===== src/rtl/hxmpp_readout.sv =====
// HXMPP read-side sequencer: HNM lookup, HCM count/base fetch, then HIM hit-info streaming.
// Optional feature macro: HXMPP_READOUT_EMPTY_RECORD_EN (emit an empty-marker record on a miss).
module hxmpp_readout #(
  parameter int unsigned SSIDBITS         = 16,
  parameter int unsigned ROWINDEXBITS_HIM = 10,
  parameter int unsigned HITINFOBITS      = 32,
  parameter int unsigned MAXHITNBITS      = 4
) (
  input  logic                        clk,
  input  logic                        reset,
  input  logic                        req_valid,
  input  logic [SSIDBITS-1:0]         req_ssid,
  output logic                        req_ready,
  output logic                        hnm_rd_en,
  output logic [SSIDBITS-1:0]         hnm_rd_ssid,
  input  logic                        hnm_rd_valid,
  input  logic                        hnm_rd_hit,
  output logic                        hcm_rd_en,
  output logic [SSIDBITS-1:0]         hcm_rd_ssid,
  input  logic                        hcm_rd_valid,
  input  logic [MAXHITNBITS-1:0]      hcm_rd_nhits,
  input  logic [ROWINDEXBITS_HIM-1:0] hcm_rd_addr,
  output logic                        him_rd_en,
  output logic [ROWINDEXBITS_HIM-1:0] him_rd_addr,
  input  logic                        him_rd_valid,
  input  logic [HITINFOBITS-1:0]      him_rd_data,
  output logic                        out_valid,
  input  logic                        out_ready,
  output logic [SSIDBITS-1:0]         out_ssid,
  output logic [HITINFOBITS-1:0]      out_hitinfo,
  output logic                        out_last,
  output logic                        out_empty,
  output logic                        done,
  output logic                        err
);

  typedef enum logic [2:0] {
    StIdle,
    StHnmWait,
    StHcmWait,
    StHimWait,
    StEmit
  } state_e;

  state_e                      state_q, state_d;
  logic [SSIDBITS-1:0]         ssid_q, ssid_d;
  logic [ROWINDEXBITS_HIM-1:0] addr_q, addr_d;
  logic [MAXHITNBITS-1:0]      remaining_q, remaining_d;
  logic                        req_ready_q, req_ready_d;
  logic                        hnm_rd_en_q, hnm_rd_en_d;
  logic                        hcm_rd_en_q, hcm_rd_en_d;
  logic                        him_rd_en_q, him_rd_en_d;
  logic                        out_valid_q, out_valid_d;
  logic                        out_last_q, out_last_d;
  logic [HITINFOBITS-1:0]      out_hitinfo_q, out_hitinfo_d;
  logic                        done_q, done_d;
  logic                        err_q, err_d;
  logic                        empty_cmpl;
`ifdef HXMPP_READOUT_EMPTY_RECORD_EN
  logic                        out_empty_q, out_empty_d;
`endif

  // Every output is registered so that reset drives all of them low, req_ready included.
  always_ff @(posedge clk or negedge reset) begin
    if (!reset) begin
      state_q       <= StIdle;
      ssid_q        <= '0;
      addr_q        <= '0;
      remaining_q   <= '0;
      req_ready_q   <= 1'b0;
      hnm_rd_en_q   <= 1'b0;
      hcm_rd_en_q   <= 1'b0;
      him_rd_en_q   <= 1'b0;
      out_valid_q   <= 1'b0;
      out_last_q    <= 1'b0;
      out_hitinfo_q <= '0;
      done_q        <= 1'b0;
      err_q         <= 1'b0;
`ifdef HXMPP_READOUT_EMPTY_RECORD_EN
      out_empty_q   <= 1'b0;
`endif
    end else begin
      state_q       <= state_d;
      ssid_q        <= ssid_d;
      addr_q        <= addr_d;
      remaining_q   <= remaining_d;
      req_ready_q   <= req_ready_d;
      hnm_rd_en_q   <= hnm_rd_en_d;
      hcm_rd_en_q   <= hcm_rd_en_d;
      him_rd_en_q   <= him_rd_en_d;
      out_valid_q   <= out_valid_d;
      out_last_q    <= out_last_d;
      out_hitinfo_q <= out_hitinfo_d;
      done_q        <= done_d;
      err_q         <= err_d;
`ifdef HXMPP_READOUT_EMPTY_RECORD_EN
      out_empty_q   <= out_empty_d;
`endif
    end
  end

  always_comb begin
    state_d       = state_q;
    ssid_d        = ssid_q;
    addr_d        = addr_q;
    remaining_d   = remaining_q;
    req_ready_d   = 1'b0;
    hnm_rd_en_d   = 1'b0;
    hcm_rd_en_d   = 1'b0;
    him_rd_en_d   = 1'b0;
    out_valid_d   = out_valid_q;
    out_last_d    = out_last_q;
    out_hitinfo_d = out_hitinfo_q;
    done_d        = 1'b0;
    empty_cmpl    = 1'b0;
`ifdef HXMPP_READOUT_EMPTY_RECORD_EN
    out_empty_d   = out_empty_q;
`endif

    // A response strobe is only legal while its own read is outstanding.
    err_d = err_q
          | (hnm_rd_valid && (state_q != StHnmWait))
          | (hcm_rd_valid && (state_q != StHcmWait))
          | (him_rd_valid && (state_q != StHimWait));

    unique case (state_q)
      StIdle: begin
        if (req_valid && req_ready_q) begin
          ssid_d      = req_ssid;
          hnm_rd_en_d = 1'b1;
          state_d     = StHnmWait;
        end else begin
          req_ready_d = 1'b1;
        end
      end

      StHnmWait: begin
        if (hnm_rd_valid) begin
          if (hnm_rd_hit) begin
            hcm_rd_en_d = 1'b1;
            state_d     = StHcmWait;
          end else begin
            empty_cmpl = 1'b1;
          end
        end
      end

      StHcmWait: begin
        if (hcm_rd_valid) begin
          remaining_d = hcm_rd_nhits;
          addr_d      = hcm_rd_addr;
          if (hcm_rd_nhits == '0) begin
            empty_cmpl = 1'b1;
          end else begin
            him_rd_en_d = 1'b1;
            state_d     = StHimWait;
          end
        end
      end

      StHimWait: begin
        if (him_rd_valid) begin
          out_valid_d   = 1'b1;
          out_hitinfo_d = him_rd_data;
          out_last_d    = (remaining_q == MAXHITNBITS'(1));
`ifdef HXMPP_READOUT_EMPTY_RECORD_EN
          out_empty_d   = 1'b0;
`endif
          state_d       = StEmit;
        end
      end

      StEmit: begin
        if (out_ready) begin
          out_valid_d   = 1'b0;
          out_last_d    = 1'b0;
          out_hitinfo_d = '0;
`ifdef HXMPP_READOUT_EMPTY_RECORD_EN
          out_empty_d   = 1'b0;
`endif
          if (out_last_q) begin
            done_d      = 1'b1;
            req_ready_d = 1'b1;
            state_d     = StIdle;
          end else begin
            // Address wraps naturally at the HIM depth.
            remaining_d = remaining_q - MAXHITNBITS'(1);
            addr_d      = addr_q + ROWINDEXBITS_HIM'(1);
            him_rd_en_d = 1'b1;
            state_d     = StHimWait;
          end
        end
      end

      default: state_d = StIdle;
    endcase

    if (empty_cmpl) begin
`ifdef HXMPP_READOUT_EMPTY_RECORD_EN
      out_valid_d   = 1'b1;
      out_last_d    = 1'b1;
      out_empty_d   = 1'b1;
      out_hitinfo_d = '0;
      state_d       = StEmit;
`else
      done_d        = 1'b1;
      req_ready_d   = 1'b1;
      state_d       = StIdle;
`endif
    end
  end

  assign req_ready   = req_ready_q;
  assign hnm_rd_en   = hnm_rd_en_q;
  assign hnm_rd_ssid = ssid_q;
  assign hcm_rd_en   = hcm_rd_en_q;
  assign hcm_rd_ssid = ssid_q;
  assign him_rd_en   = him_rd_en_q;
  assign him_rd_addr = addr_q;
  assign out_valid   = out_valid_q;
  assign out_ssid    = ssid_q;
  assign out_hitinfo = out_hitinfo_q;
  assign out_last    = out_last_q;
  assign done        = done_q;
  assign err         = err_q;
`ifdef HXMPP_READOUT_EMPTY_RECORD_EN
  assign out_empty   = out_empty_q;
`else
  assign out_empty   = 1'b0;
`endif

endmodule


===== config.mk =====
export PLATFORM = sky130hd
export DESIGN_NAME = hxmpp_readout
export DESIGN_NICKNAME = d
export VERILOG_FILES = /design/src/rtl/hxmpp_readout.sv
export SDC_FILE = /design/constraint.sdc
export NUM_CORES = 1
export LEC_CHECK = 0
export ABC_CLOCK_PERIOD_IN_PS = 3450
export CORE_ASPECT_RATIO = 0.9
export CORE_UTILIZATION = 44
export CTS_CLUSTER_SIZE = 8
export DETAILED_ROUTE_END_ITERATION = 12
export GPL_ROUTABILITY_DRIVEN = 0
export PLACE_DENSITY = 0.95
export SETUP_SLACK_MARGIN = 0.1
export SLEW_MARGIN = 20
export SYNTH_ARGS = -nofsm -noshare
export SYNTH_HDL_FRONTEND = slang
export SYNTH_SLANG_ARGS = --single-unit

===== constraint.sdc =====
create_clock -name clk -period 3.45 [get_ports clk]
set_clock_uncertainty 0.05 [all_clocks]
set_input_delay 0.345 -clock clk [delete_from_list [all_inputs] [get_ports clk]]
set_output_delay 0.345 -clock clk [all_outputs]
set_load 0.02 [all_outputs]

# After elaboration in Yosys (flattened, before gate mapping)
# Cells that the tools add are included.
[classes] addsub=2 div=0 n_shift=0 multipliers=0 eq_ne=19 bitwise_logic=3 n_reduce_logical=12 n_lt_le_gt_ge=0 n_mux=48
[ops] op="32-bit two-way mux" n=2
[ops] op="32-bit one-hot mux with 2 select lines" n=1
[ops] op="10-bit two-way mux" n=3
[ops] op="3-bit two-way mux" n=8
[ops] op="1-bit two-way mux" n=22
[ops] op="3-bit inequality test, second input constant" n=7
[ops] op="10-bit one-hot mux with 2 select lines" n=1
[ops] op="3-bit one-hot mux with 5 select lines" n=1
[ops] op="4-bit two-way mux" n=3
[ops] op="10-bit by 1-bit adder with 10-bit output, second input constant" n=1
[ops] op="1-bit one-hot mux with 2 select lines" n=5
[ops] op="2-bit inequality test, second input constant" n=4
[ops] op="4-bit one-hot mux with 2 select lines" n=1
[ops] op="7-bit AND reduction" n=1
[ops] op="3-bit by 2-bit equality test with 1-bit output, second input constant" n=2
[ops] op="3-bit by 2-bit inequality test with 1-bit output, second input constant" n=2
[ops] op="4-bit by 1-bit equality test with 1-bit output, second input constant" n=1
[ops] op="1-bit logical AND" n=4
[ops] op="4-bit zero test" n=1
[ops] op="4-bit AND reduction" n=1
[ops] op="2-bit nonzero test" n=2
[ops] op="4-bit by 1-bit subtractor with 4-bit output, second input constant" n=1
[ops] op="3-bit by 1-bit equality test with 1-bit output, second input constant" n=1
[ops] op="3-bit equality test, second input constant" n=1
[ops] op="6 further kinds" n=8
[word_totals] input_bits=70 output_inout_bits=99 latch_bits=0 register_bits=73 ram_bits=0 rom_bits=0 n_memories=0 wordCells=97

# Logic depth before layout (Yosys ltp)
# Gate-level depths: netlist (run 1).
[depth] depth_word=6 depth_mapped=6 depth_no_buf=5

# Worst setup path after synthesis (run 1)
# Ideal clock, no wire load.
[synth_path] kind="reg2reg" startpoint="reg state_q[0]" endpoint="reg ssid_q[10], in the netlist hcm_rd_ssid[10]" slack_ns=1.702 t_arrival_ns=1.573 path_stages_with_launch=7 required_time_ns=3.275 path_buffers=3 cell_sequence="dfrtp_1 -> buf_6 -> nor3_1 -> and3_1 -> buf_2 -> buf_2 -> mux2_2"
[synth_via] elab_chain_len=2
[synth_rtl] item="from (decl)" line_no="45" source="state_e state_q, state_d;"
[synth_rtl] item="from (signal assigned)" line_no="66" source="state_q <= StIdle;"
[synth_rtl] item="from (signal assigned)" line_no="83" source="state_q <= state_d;"
[synth_rtl] item="3-bit zero test" line_no="126" source="unique case (state_q)"
[synth_rtl] item="2-bit AND reduction (no source line)"
[synth_rtl] item="to (signal assigned)" line_no="84" source="ssid_q <= ssid_d;"
[synth_rtl] item="to (decl)" line_no="46" source="logic [SSIDBITS-1:0] ssid_q, ssid_d;"
# Every way passes these cells.
# A chain may end at the register's enable or synchronous reset.

# Worst setup path in the final report (run 1)
[layout_path] startpoint="reg state_q[0]" endpoint="reg out_hitinfo_q[25], in the netlist out_hitinfo[25]"
[layout_via] elab_chain_len=3 word_cells_on_any_way=7
[layout_rtl] item="3-bit by 2-bit equality test with 1-bit output / 3-bit equality test (equally long branches)" line_no="126"
[layout_rtl] item="2-bit inequality test (no source line) / 2-bit nonzero test (equally long branches)"
[layout_rtl] item="3-bit AND reduction (no source line)"
[layout_rtl] item="to (signal assigned)" line_no="93" source="out_hitinfo_q <= out_hitinfo_d;"
[layout_rtl] item="to (decl)" line_no="55" source="logic [HITINFOBITS-1:0] out_hitinfo_q, out_hitinfo_d;"
# Parallel ways exist; a longest one is shown, timed or not.

==> impl_metrics.json, run 1 <==
{
  "status": "finished, final reports clean",
  "async_reset_ff_frac": 1.00,
  "timing.rr.end": "out_hitinfo[25]",
  "cp_top_family": "simple AND/OR/NAND/NOR gates",
  "dieArea_sq_um": 8130,
  "seq_area_frac_synth": 0.534,
  "wire_per_inst_um": 15.9,
  "start_util": 0.454,
  "hpwl_um": 6010,
  "setup.worst_path.start_class": "flop",
  "antenna_found_initial": 0,
  "synth_edf_count": 0,
  "wl_met1_um": 3450,
  "rrSetupSlack_ns": 1.34,
  "synth-main-ff-cell": "dfrtp_1",
  "core_sq_um": 7540,
  "mostFrequentLayoutCells": "clkdlybuf4s50_1 (166), dfrtp_1 (73), a22o_1 (32)",
  "cp.depth": 5,
  "numCtsBuffers": 9,
  "synth_compound_area_frac": 0.189,
  "dr_wl_met3_um": 583,
  "synth_adder_area_share": 0.0110,
  "maxSlewViolCount": 0,
  "grt.total_usage": 0.211,
  "period_share": 0.611,
  "synthMuxAreaShare": 0.0676,
  "dr.pass1.iters": 4,
  "max_slew_margin": 0.398,
  "ctsHoldBuffers": 0,
  "netlist_area_sq_um": 3420,
  "cts-root-buf": "clkbuf_8",
  "rr_worst_depth": 5,
  "fmax_mhz": 474,
  "via_count": 2818,
  "syn_area_per_cell_sq_um": 11.6,
  "ys_types": 50,
  "die_h_um": 85.7,
  "setup_violations": 0,
  "cts_repair_resize_count": 0,
  "n_antenna_cell": 0,
  "grt_overflow": 0,
  "ir_worst_vdd_mv": 0.428,
  "cp-endpoint": "out_hitinfo[25]",
  "synthSimpleGateAreaFrac": 0.0892,
  "synth_seq_cells": 73,
  "slowest_delay_ns": 0.58,
  "ys_warn_count": 0,
  "yosys.area.top_type": "dfrtp_1",
  "slowest_stage": "and3_1",
  "critPathMaxFanout": 34,
  "synthCells": 294,
  "finalNetCount": 497,
  "synth_fp_nets": 367,
  "ant_nets": 0,
  "rsz0062_at_grt": "false",
  "post-cts-setup-buffers": 0,
  "worstReg2RegStart": "state_q[0]",
  "fp.dieW_um": 95.0,
  "io_buffer_count": 167,
  "syn_to_final_growth_pct": 48.4,
  "final_common_cell": "clkdlybuf4s50_1",
  "crit_chain": "nor2b_2, and3_1, a21oi_2, buf_4, a22o_1",
  "tritoncts": "yes",
  "grt_start_max_net_pins": 74,
  "highest_layer": "met4",
  "power.density_nw_per_um2": 967,
  "path_buf_inv": 1,
  "synth_top_family_by_area": "compound AO/OA/AOI/OAI gates",
  "crit_type": "reg -> reg",
  "synth-xor-area-share": 0,
  "cts_htree_levels": 3,
  "grt_pass1_wl_um": 13100,
  "num_rows": 30,
  "fin_util": 0.673,
  "clockBufferDepth": 2,
  "hold_path.class": "in -> async",
  "grt_pass1_vias": 2632,
  "critPathLaunch": "state_q[0]",
  "drc": 0,
  "p_leak_nw": 2.14,
  "required_ns": 3.62,
  "yosysTopAreaCellShare": 0.534,
  "via_per_inst": 5.37,
  "drive_above_1_share": 0.117,
  "drt_wl_total_um": 8370,
  "clock_sinks": 73,
  "worstSkewPairLatency_ns": 0.33,
  "finalSetupTns_ns": 0,
  "worst_pin_slew_ns": 0.903,
  "crit_path_end_kind": "flop",
  "fin_crit_ns": 2.11,
  "maxCapViolations": 0,
  "hold_viol_final": 0,
  "drt_iter0_markers": 130,
  "clk_pin_slew_ns": 0.08,
  "synth_top_cells_by_area": "dfrtp_1 (53%), a22o_1 (8.2%), buf_4 (7.2%), mux2_2 (5.6%), a21oi_1 (2.6%)",
  "routed-wl-met2_um": 4190,
  "io_pins": 169,
  "cp.arrival_ns": 2.28
}
## kinds of logic after synthesis
kind of cell | Yosys count
flops | 73
buf+inv | 57
mux | 21
fa+ha+maj | 3
simple gates | 51
compound gates | 88
other cells | 1
## state kept, by name, indices dropped and copies added, names as in the netlist
signal,cells
out_valid,1
err,1
him_rd_en,1
req_ready,1
hnm_rd_en,1
out_last,1
state_q,3
him_rd_addr,10
remaining_q,4
done,1
out_hitinfo,32
hcm_rd_en,1
hcm_rd_ssid,16
## synthesized netlist by cell type, types with 2 or more instances
cell / number
nand2b_1: 2
a21oi_1: 18
buf_6: 3
a31o_2: 2
buf_4: 33
nor3_1: 3
o22ai_2: 2
a2bb2oi_1: 2
nand3b_1: 2
mux2_2: 17
mux2i_1: 4
dfrtp_1: 73
o21a_1: 2
ha_1: 3
buf_1: 2
a21o_1: 2
nand2_1: 15
a22o_1: 32
clkbuf_1: 4
nor2_1: 6
o22ai_1: 4
nand4_1: 3
buf_2: 9
inv_1: 6
and3_1: 3
nand3_1: 7
o21ai_0: 12
## metal layers
layer,GRT usage,vias up
met1,0.265,1371
met4,0.0868,0
met3,0.0408,12
li1,-,1300
met5,0,-
met2,0.354,135
## worst min path at each step
stage	depth (start not counted)	slack, ns	start	to
CTS	1	0.11	reset	hnm_rd_en
global placement	1	0.41	out_valid	out_valid
floorplan	0	-0.0006	reset	done
global route	1	0.15	reset	hnm_rd_en
finish	1	0.08	reset	hnm_rd_en
detailed placement	1	0.41	out_valid	out_valid
## per-stage QoR
stage | instance area (sq um) | hold WS (ns) | setup WS, ns | cells | power (mW)
finish | 5080 | 0.0776 | 1.34 | 525 | 4.91
global route | 5080 | 0.152 | 1.17 | 525 | 5.22
CTS | 5080 | 0.110 | 1.34 | 525 | 4.95
detailed placement | 4880 | 0.415 | 1.14 | 509 | 4.28
global placement | 4880 | 0.409 | 1.22 | 509 | 4.19
floorplan | 3420 | -0.000591 | 1.70 | 294 | 3.24
## layout make-up
class / instances / area [sq um]
clock buffer: 9 / 124
clock inverter: 7 / 71.3
fill: 555 / 2460
inverter: 6 / 22.5
multi-input combinational: 164 / 1220
sequential: 73 / 1830
tap: 96 / 120
timing repair buffer: 170 / 1690
## report_power, final
group | total [mW] | leakage (nW) | internal, mW | switching (mW)
registers | 1.59 | 0.898 | 1.23 | 0.362
clock network | 0.652 | 0.0912 | 0.332 | 0.320
logic | 2.67 | 1.15 | 1.38 | 1.29
total | 4.91 | 2.14 | 2.94 | 1.97
Note: power is estimated with default switching activity, not from simulation.
==> run 2: changes to the inputs <==
--- a/config.mk
+++ b/config.mk
@@ -5,13 +5,13 @@
 export SDC_FILE = /design/constraint.sdc
 export NUM_CORES = 1
 export LEC_CHECK = 0
-export ABC_CLOCK_PERIOD_IN_PS = 3450
+export ABC_CLOCK_PERIOD_IN_PS = 1910
 export CORE_ASPECT_RATIO = 0.9
-export CORE_UTILIZATION = 44
+export CORE_UTILIZATION = 37
 export CTS_CLUSTER_SIZE = 8
 export DETAILED_ROUTE_END_ITERATION = 12
 export GPL_ROUTABILITY_DRIVEN = 0
-export PLACE_DENSITY = 0.95
+export PLACE_DENSITY = 0.89
 export SETUP_SLACK_MARGIN = 0.1
 export SLEW_MARGIN = 20
 export SYNTH_ARGS = -nofsm -noshare
==> constraint.sdc (replaced) <==
create_clock -name clk -period 1.91 [get_ports clk]
set_clock_uncertainty 0.05 [all_clocks]
set_input_delay 0.191 -clock clk [delete_from_list [all_inputs] [get_ports clk]]
set_output_delay 0.191 -clock clk [all_outputs]
set_load 0.02 [all_outputs]
==> run 2 against run 1 <==
Against the previous run: via count shrank 0.71%; worst hold slack gained 0.22 ns; sequential power grew 80%; global-route usage shrank 2.5 points; first-iteration DRC count shrank 22%; utilization shrank 6.6 points; largest cell class is now buffers; largest power group unchanged.
==> impl_metrics.json, run 2 (synthesis results as in run 1) <==
{
  "tritoncts": "yes",
  "p_clk_frac": 0.156,
  "dr.pass1.iters": 5,
  "cp-endpoint": "state_q[1]",
  "fin_util": 0.608,
  "p_comb_frac": 0.540,
  "ant_nets": 0,
  "p_switching_mw": 3.59,
  "num_rows": 32,
  "io_pins": 169,
  "finalNetCount": 513,
  "highest_layer": "met4",
  "setup.worst_path.start_class": "flop",
  "start_util": 0.390,
  "fin_crit_ns": 1.74,
  "timing.rr.end": "state_q[1]",
  "status": "finished, final reports clean",
  "cp.arrival_ns": 1.90,
  "rsz0062_at_grt": "false",
  "syn_to_final_growth_pct": 55.7,
  "cts_htree_levels": 3,
  "hold_path.class": "in -> async",
  "maxCapViolations": 0,
  "mostFrequentLayoutCells": "clkdlybuf4s50_1 (166), dfrtp_1 (70), a22o_1 (32)",
  "intPower_mw": 5.79,
  "hold_viol_final": 0,
  "routed-wl-met2_um": 4450,
  "crit_type": "reg -> reg",
  "hpwl_um": 6560,
  "clock_sinks": 73,
  "dr_wl_met3_um": 542,
  "rr_worst_depth": 4,
  "wire_per_inst_um": 15.7,
  "power.density_nw_per_um2": 1760,
  "required_ns": 2.07,
  "core_sq_um": 8770,
  "wl_met1_um": 3760,
  "critPathLaunch": "state_q[2]",
  "via_per_inst": 4.96,
  "numCtsBuffers": 9,
  "fmax_mhz": 575,
  "p_leak_nw": 2.26,
  "setup_violations": 0,
  "cts-root-buf": "clkbuf_8",
  "worstSkewPairLatency_ns": 0.33,
  "via_count": 2798,
  "rrSetupSlack_ns": 0.17,
  "preCtsSetupSlack_ns": -0.149,
  "dp_cells": 543,
  "setup_slack_ns": 0.170,
  "grt_pass1_wl_um": 13900,
  "finalNonFillerCells": 564,
  "fillCellCount": 725,
  "drt_wl_total_um": 8830,
  "crit_path_end_kind": "flop",
  "drc": 0,
  "swShare": 0.383,
  "critPathMaxFanout": 11,
  "largest_reg_flops": 32,
  "grt.total_usage": 0.186,
  "maxSlewViolCount": 0,
  "grt_pass1_vias": 2823,
  "clk_pin_slew_ns": 0.08,
  "n_antenna_cell": 0,
  "ir_worst_vdd_mv": 0.719,
  "antenna_found_initial": 0,
  "register_area_sq_um": 1830,
  "fin_hold_ws_ns": 0.294,
  "die_h_um": 93.2,
  "multi_input_area_sq_um": 1230,
  "grt_overflow": 0,
  "drive_above_1_share": 0.151,
  "period_share": 0.911,
  "final_common_cell": "clkdlybuf4s50_1",
  "worstReg2RegStart": "state_q[2]",
  "clockBufferDepth": 2,
  "grt_start_max_net_pins": 42,
  "seqPwrFrac": 0.305,
  "io_buffer_count": 167,
  "drt_iter0_markers": 101,
  "fp.dieW_um": 103,
  "dieArea_sq_um": 9640,
  "finalSetupTns_ns": 0
}
[run 2: worst min-delay path by stage]
stage | startpoint | end | cells past startpoint
floorplan | reset | done | 0
finish | reset | hcm_rd_ssid[3] | 2
global placement | reset | him_rd_addr[9] | 1
detailed placement | reset | him_rd_addr[9] | 1
CTS | reset | hcm_rd_ssid[3] | 2
global route | reset | hcm_rd_ssid[3] | 2
[run 2: area by class of cell]
type | count | area share
clock buffer | 12 | 0.0272
clock inverter | 4 | 0.0186
inverter | 6 | 0.00423
multi-input combinational | 164 | 0.231
sequential | 73 | 0.344
tap | 119 | 0.0279
timing repair buffer | 186 | 0.348
[run 2: critical path, cell delays in order (launching register included)]
cell and delay, ns:
dfrtp_2 0.48, or3b_4 0.46, o22ai_2 0.14, o22ai_2 0.09, a2111o_1 0.41
[run 2: power by group through the flow]
stage                     Clock, mW  Combinational [mW]  Sequential [mW]
final                          1.46                5.07             2.86
after global routing           1.56                5.44             2.97
after CTS                      1.51                5.03             2.87
after detailed placement          0                5.01             2.88
after global placement            0                4.90             2.83
after floorplan                   0                2.38             3.47
[run 2: per-layer routing]
layer / up-vias / track usage
li1: 1332 / -
met1: 1337 / 0.230
met2: 121 / 0.322
met3: 8 / 0.0486
met4: 0 / 0.0411
met5: - / 0
[run 2: through the flow]
stage	total power, mW	area (sq um)
6_report	9.39	5330
5_1_grt	9.97	5330
4_1_cts	9.41	5290
3_5_place_dp	7.89	5030
3_3_place_gp	7.73	5030
2_1_floorplan	5.85	3420
[run 2: what timing repair did]
item                       4_1_cts  5_1_grt
resized for setup                0        4
setup endpoints to repair        0       41
setup buffers                    0        4
hold buffers                     1        0
hold endpoints to repair        32        0
==> run 3: changes to the inputs <==
--- a/config.mk
+++ b/config.mk
@@ -17,3 +17,4 @@
 export SYNTH_ARGS = -nofsm -noshare
 export SYNTH_HDL_FRONTEND = slang
 export SYNTH_SLANG_ARGS = --single-unit
+export TNS_END_PERCENT = 50
==> results of run 3 <==
Same layout as run 2: the final DEF is identical, and so are final timing and power.
==> RTL edit 1, RTL diff (flow settings as in run 3) <==
The parameter `MAXHITNBITS` goes from 4 to 6.
--- a/src/rtl/hxmpp_readout.sv
+++ b/src/rtl/hxmpp_readout.sv
@@ -6,3 +6,3 @@
   parameter int unsigned HITINFOBITS      = 32,
-  parameter int unsigned MAXHITNBITS      = 4
+  parameter int unsigned MAXHITNBITS      = 6
 ) (
Ports: changed (resized hcm_rd_nhits); port bits go from 169 to 171. The function was not compared with the original's and may differ.
==> RTL edit 1 against run 3 <==
  * Fmax up 1.9%
  * Routed wire length up 7.7%
  * Sequential cell count up 2
  * Setup slack better by 33 ps
  * Design area up 1.9%
  * Area after synthesis up 4.3%
  * Register-to-register slack better by 50 ps
  * Sequential power up 2%
  * Utilization down 2.1 points
  * Via count up 8.2%
  * Clock power down 19%
  * Count of clock-buffer cells in the layout down 3
  * Global-route usage up 0.56 points
  * Power down 4.7%
==> RTL edit 1: results (changes against run 3) <==
- Switching share of total power: 0.399 (was 0.383)
- Layout cells sized above 1: 0.117 (was 0.151)
- #MultiIn Comb: 184 (was 164)
- Fin cells: 591 (was 564)
- Met3 wire len: 692 um (was 542 um)
- Clock tree cell share of total cell area: 0.0355 (was 0.0458)
- Area Growth Syn to Fin: 52.0% (was 55.7%)
- Synth Area in Adders: 0.0105 (was 0.0110)
- Syn Nets: 393 (was 367)
- DIE WIDTH: 106 um (was 103 um)
- Logic inverters: 9 (was 6)
- GRT Total Usage: 0.192 (was 0.186)
- Post-DP HPWL: 6990 um (was 6560 um)
- DRT Pass-1 Iters: 4 (was 5)
- Met1 usage: 0.234 (was 0.230)
- Area contributors post-synth: dfrtp_1 (53%), a22o_1 (7.9%), buf_4 (7.6%) (was dfrtp_1 (53%), a22o_1 (8.2%), buf_4 (7.2%))
- Leakage power total: 2.32 nW (was 2.26 nW)
- Peak VDD IR: 822 uV (was 719 uV)
- Delay-heaviest family, CP: buffers and inverters (was compound AO/OA/AOI/OAI gates)
- Sequential power share: 0.326 (was 0.305)
- Placed cell count: 574 (was 543)
- Most frequent cells after synthesis: dfrtp_1 (75), buf_4 (36), a22o_1 (32), o21ai_1 (16), a21oi_1 (15) (was dfrtp_1 (73), buf_4 (33), a22o_1 (32), a21oi_1 (18), mux2_2 (17))
- Signal buffers: 185 (was 186)
- Layout clock buffer count: 9 (was 12)
- Unique masters post-synth: 49 (was 50)
- Filler Cell Count: 789 (was 725)
- Placed Area: 5210 um^2 (was 5030 um^2)
- Routing usage on met3: 0.0499 (was 0.0486)
- Multiplexer share of the synthesized area: 0.0627 (was 0.0676)
- Met2 Usage GRT: 0.337 (was 0.322)
- Status: finished clean (unchanged)
- Vias in the first global route: 2977 (was 2823)
- Via count: 3027 (was 2798)
- Sequential share of the synthesized area: 0.526 (was 0.534)
- Sequential cells: 75 (was 73)
- Wire length on met2: 4870 um (was 4450 um)
## RTL edit 1: cell count changes in the layout (fill, tap and decap cells not counted), moves of 4 or more
| cell | before | now |
|---|---|---|
| mux2_2 | 17 | 0 |
| nor2_1 | 6 | 12 |
| mux2_4 | 0 | 9 |
| o21ai_0 | 12 | 5 |
| a22oi_1 | 1 | 5 |
| o21ai_1 | 1 | 16 |
| mux2_1 | 0 | 7 |
| o2bb2ai_1 | 0 | 4 |
| nor3_1 | 3 | 11 |
## RTL edit 1: worst paths after layout
| path | slack [ps] | from | cells after the start | endpoint |
|---|---|---|---|---|
| setup / recovery | 200 | out_last | 2 | out_last |
| hold / removal | 300 | reset | 2 | out_hitinfo[24] |
| setup reg to reg | 220 | state_q[1] | 4 | him_rd_addr[5] |
| hold reg to reg | 450 | out_valid | 1 | out_valid |
| max in group asynchronous | 930 | reset | 3 | state_q[0] |
| min in group clk | 390 | hcm_rd_addr[1] | 3 | him_rd_addr[1] |
==> RTL edit 2, RTL diff (config.mk and constraints of run 3) <==
Without the edit above. Make the reset (`reset`) synchronous in one clocked block.
--- a/src/rtl/hxmpp_readout.sv
+++ b/src/rtl/hxmpp_readout.sv
@@ -63,3 +63,3 @@
   // Every output is registered so that reset drives all of them low, req_ready included.
-  always_ff @(posedge clk or negedge reset) begin
+  always_ff @(posedge clk) begin
     if (!reset) begin
Formal check against the unedited RTL: differs if reset is asserted again (counterexample within 4 cycles, from zero or initial values and one cycle with reset low); with reset held inactive, the same outputs for 10 cycles.
==> RTL edit 2 against run 3 <==
  * Sequential cell count did not move
  * Setup slack improved by 30 ps
  * First-iteration DRC count rose by 18%
  * Routed wire length rose by 11%
  * Design area fell by 3.1%
  * Area after synthesis fell by 0.55%
  * Critical path type is now flip-flop to primary output
  * Count of clock-buffer cells in the layout fell by 2
  * Non-clock buffer count fell by 2
Power is not compared: it rests on default switching activity, and its combinational part moved more than twofold at a synthesized area within 25%.
==> RTL edit 2: results (changes against run 3) <==
- Area contributors post-synth: dfxtp_1 (43%), buf_4 (7.3%), a22oi_1 (7.1%) (was dfrtp_1 (53%), a22o_1 (8.2%), buf_4 (7.2%))
- Placed Area: 4970 um^2 (was 5030 um^2)
- Fmax achieved: 585 MHz (was 575 MHz)
- Hold Crit Class: input pin to flip-flop (was input pin to async pin)
- First-pass GRT wire length: 15300 um (was 13900 um)
- Largest register FFs: 32 (unchanged)
- Filler Cell Count: 777 (was 725)
- Syn avg cell area: 8.57 um^2 (was 11.6 um^2)
- WL final: 9830 um (was 8830 um)
- Most frequent cells after synthesis: dfxtp_1 (73), nand2_1 (58), nor2b_1 (35), buf_4 (33), a22oi_1 (32) (was dfrtp_1 (73), buf_4 (33), a22o_1 (32), a21oi_1 (18), mux2_2 (17))
- Worst skew pair latency: 340 ps
- Sequential share of the synthesized area: 0.429 (was 0.534)
- Unique masters post-synth: 51 (was 50)
- Starting DRT DRC Count: 119 (was 101)
- Post-CTS Setup Bufs: 0 (unchanged)
- Largest net degree at the start of global routing: 30 (was 42)
- DRT Pass-1 Iters: 5 (unchanged)
- Peak VDD IR: 329 uV
- GRT Total Usage: 0.203 (was 0.186)
- CTS resizes: 0 (unchanged)
- Warnings from Yosys: 0 (unchanged)
- Cell-internal power: 2.49 mW
- DR WL/cell: 15.0 um (was 15.7 um)
- Crit path max fanout: 7 (was 11)
- Post-synth ARST share: 0 (was 1.00)
- H-tree depth: 3 (unchanged)
- Clock root cell: clkbuf_8 (unchanged)
- Post-DP HPWL: 7220 um (was 6560 um)
- Syn Nets: 470 (was 367)
- Initial antenna violation count: 0 (unchanged)
- Vias in the first global route: 3053 (was 2823)
- Placed cell count: 639 (was 543)
- Vias per cell: 5.03 (was 4.96)
- Layout cells sized above 1: 0.0710 (was 0.151)
- Port bufs: 167 (unchanged)
- Critical Path Max Stage Delay: 670 ps (was 480 ps)
- CP max stage cell: clkdlybuf4s50_1 (was dfrtp_2)
- R2R setup slack: 220 ps (was 170 ps)
- Clk slew on worst S/H paths: 80 ps (about the same)
- Delay-heaviest family, CP: buffers and inverters (was compound AO/OA/AOI/OAI gates)
- Leakage power total: 1.80 nW
- Worst EP arrival: 1470 ps (was 1900 ps)
- Hold_ws: 225 ps (was 294 ps)
- Clk buf depth: 2 (unchanged)
- Area Growth Syn to Fin: 51.8% (was 55.7%)
- P per Cell Area: 648 nW/um^2
- Worst slack at placement: 57.6 ps (was -149 ps)
- N_diodes: 0 (unchanged)
- CTS Buf Count: 9 (unchanged)
- Fin nets: 604 (was 513)
- Status: finished clean (unchanged)
==> RTL edit 2: cell types whose count changed after synthesis, sizes merged, moves of 5 or more <==
cell    before  now
dfxtp        0   73
nor2         6   11
a22o        32    0
a22oi        1   32
clkbuf       4   12
a21boi       0   18
mux2        17    0
nor2b        1   35
and2         0    7
nand2       15   58
dfrtp       73    0
==> RTL edit 2: cell families (layout without fill, tap and decap cells) <==
logic type | after synthesis | after routing | share of synthesized area
muxes | 1 | 1 | 0.00294
DFF | 73 | 73 | 0.429
other | 1 | 1 | 0.00110
AOI/OAI and AO/OA | 105 | 105 | 0.215
and+or+nand+nor | 146 | 146 | 0.223
adders and majority gates | 3 | 3 | 0.0110
buffers and inverters | 68 | 206 | 0.118
==> RTL edit 2: worst paths after layout <==
kind,start,to,cells past startpoint
worst max-delay path,out_last,out_last,1
worst min-delay path,reset,out_hitinfo[15],2
worst max register to register,state_q[1],him_rd_addr[0],5
worst min register to register,remaining_q[3],remaining_q[3],2
==> RTL edit 2: metal layers <==
metal  GRT usage  vias to the layer above  wire, um
li1            -                     1614         -
met1       0.262                     1542      4220
met2       0.347                      123      4940
met3      0.0381                        9       579
met4      0.0493                        0        85
met5           0                        -         0
==> RTL edit 2: layout make-up <==
type | count | area share
multi-input combinational | 256 | 0.298
inverter | 7 | 0.00509
clock buffer | 10 | 0.0266
tap | 119 | 0.0288
timing repair buffer | 184 | 0.347
sequential | 73 | 0.283
clock inverter | 5 | 0.0109
==> RTL edit 2: power groups by stage <==
stage	clock network [mW]	registers, mW	logic [mW]
floorplan	0	1.65	0.246
global placement	0	1.62	0.539
detailed placement	0	1.62	0.554
CTS	1.23	1.59	0.556
global route	1.29	1.59	0.591
finish	1.20	1.59	0.554
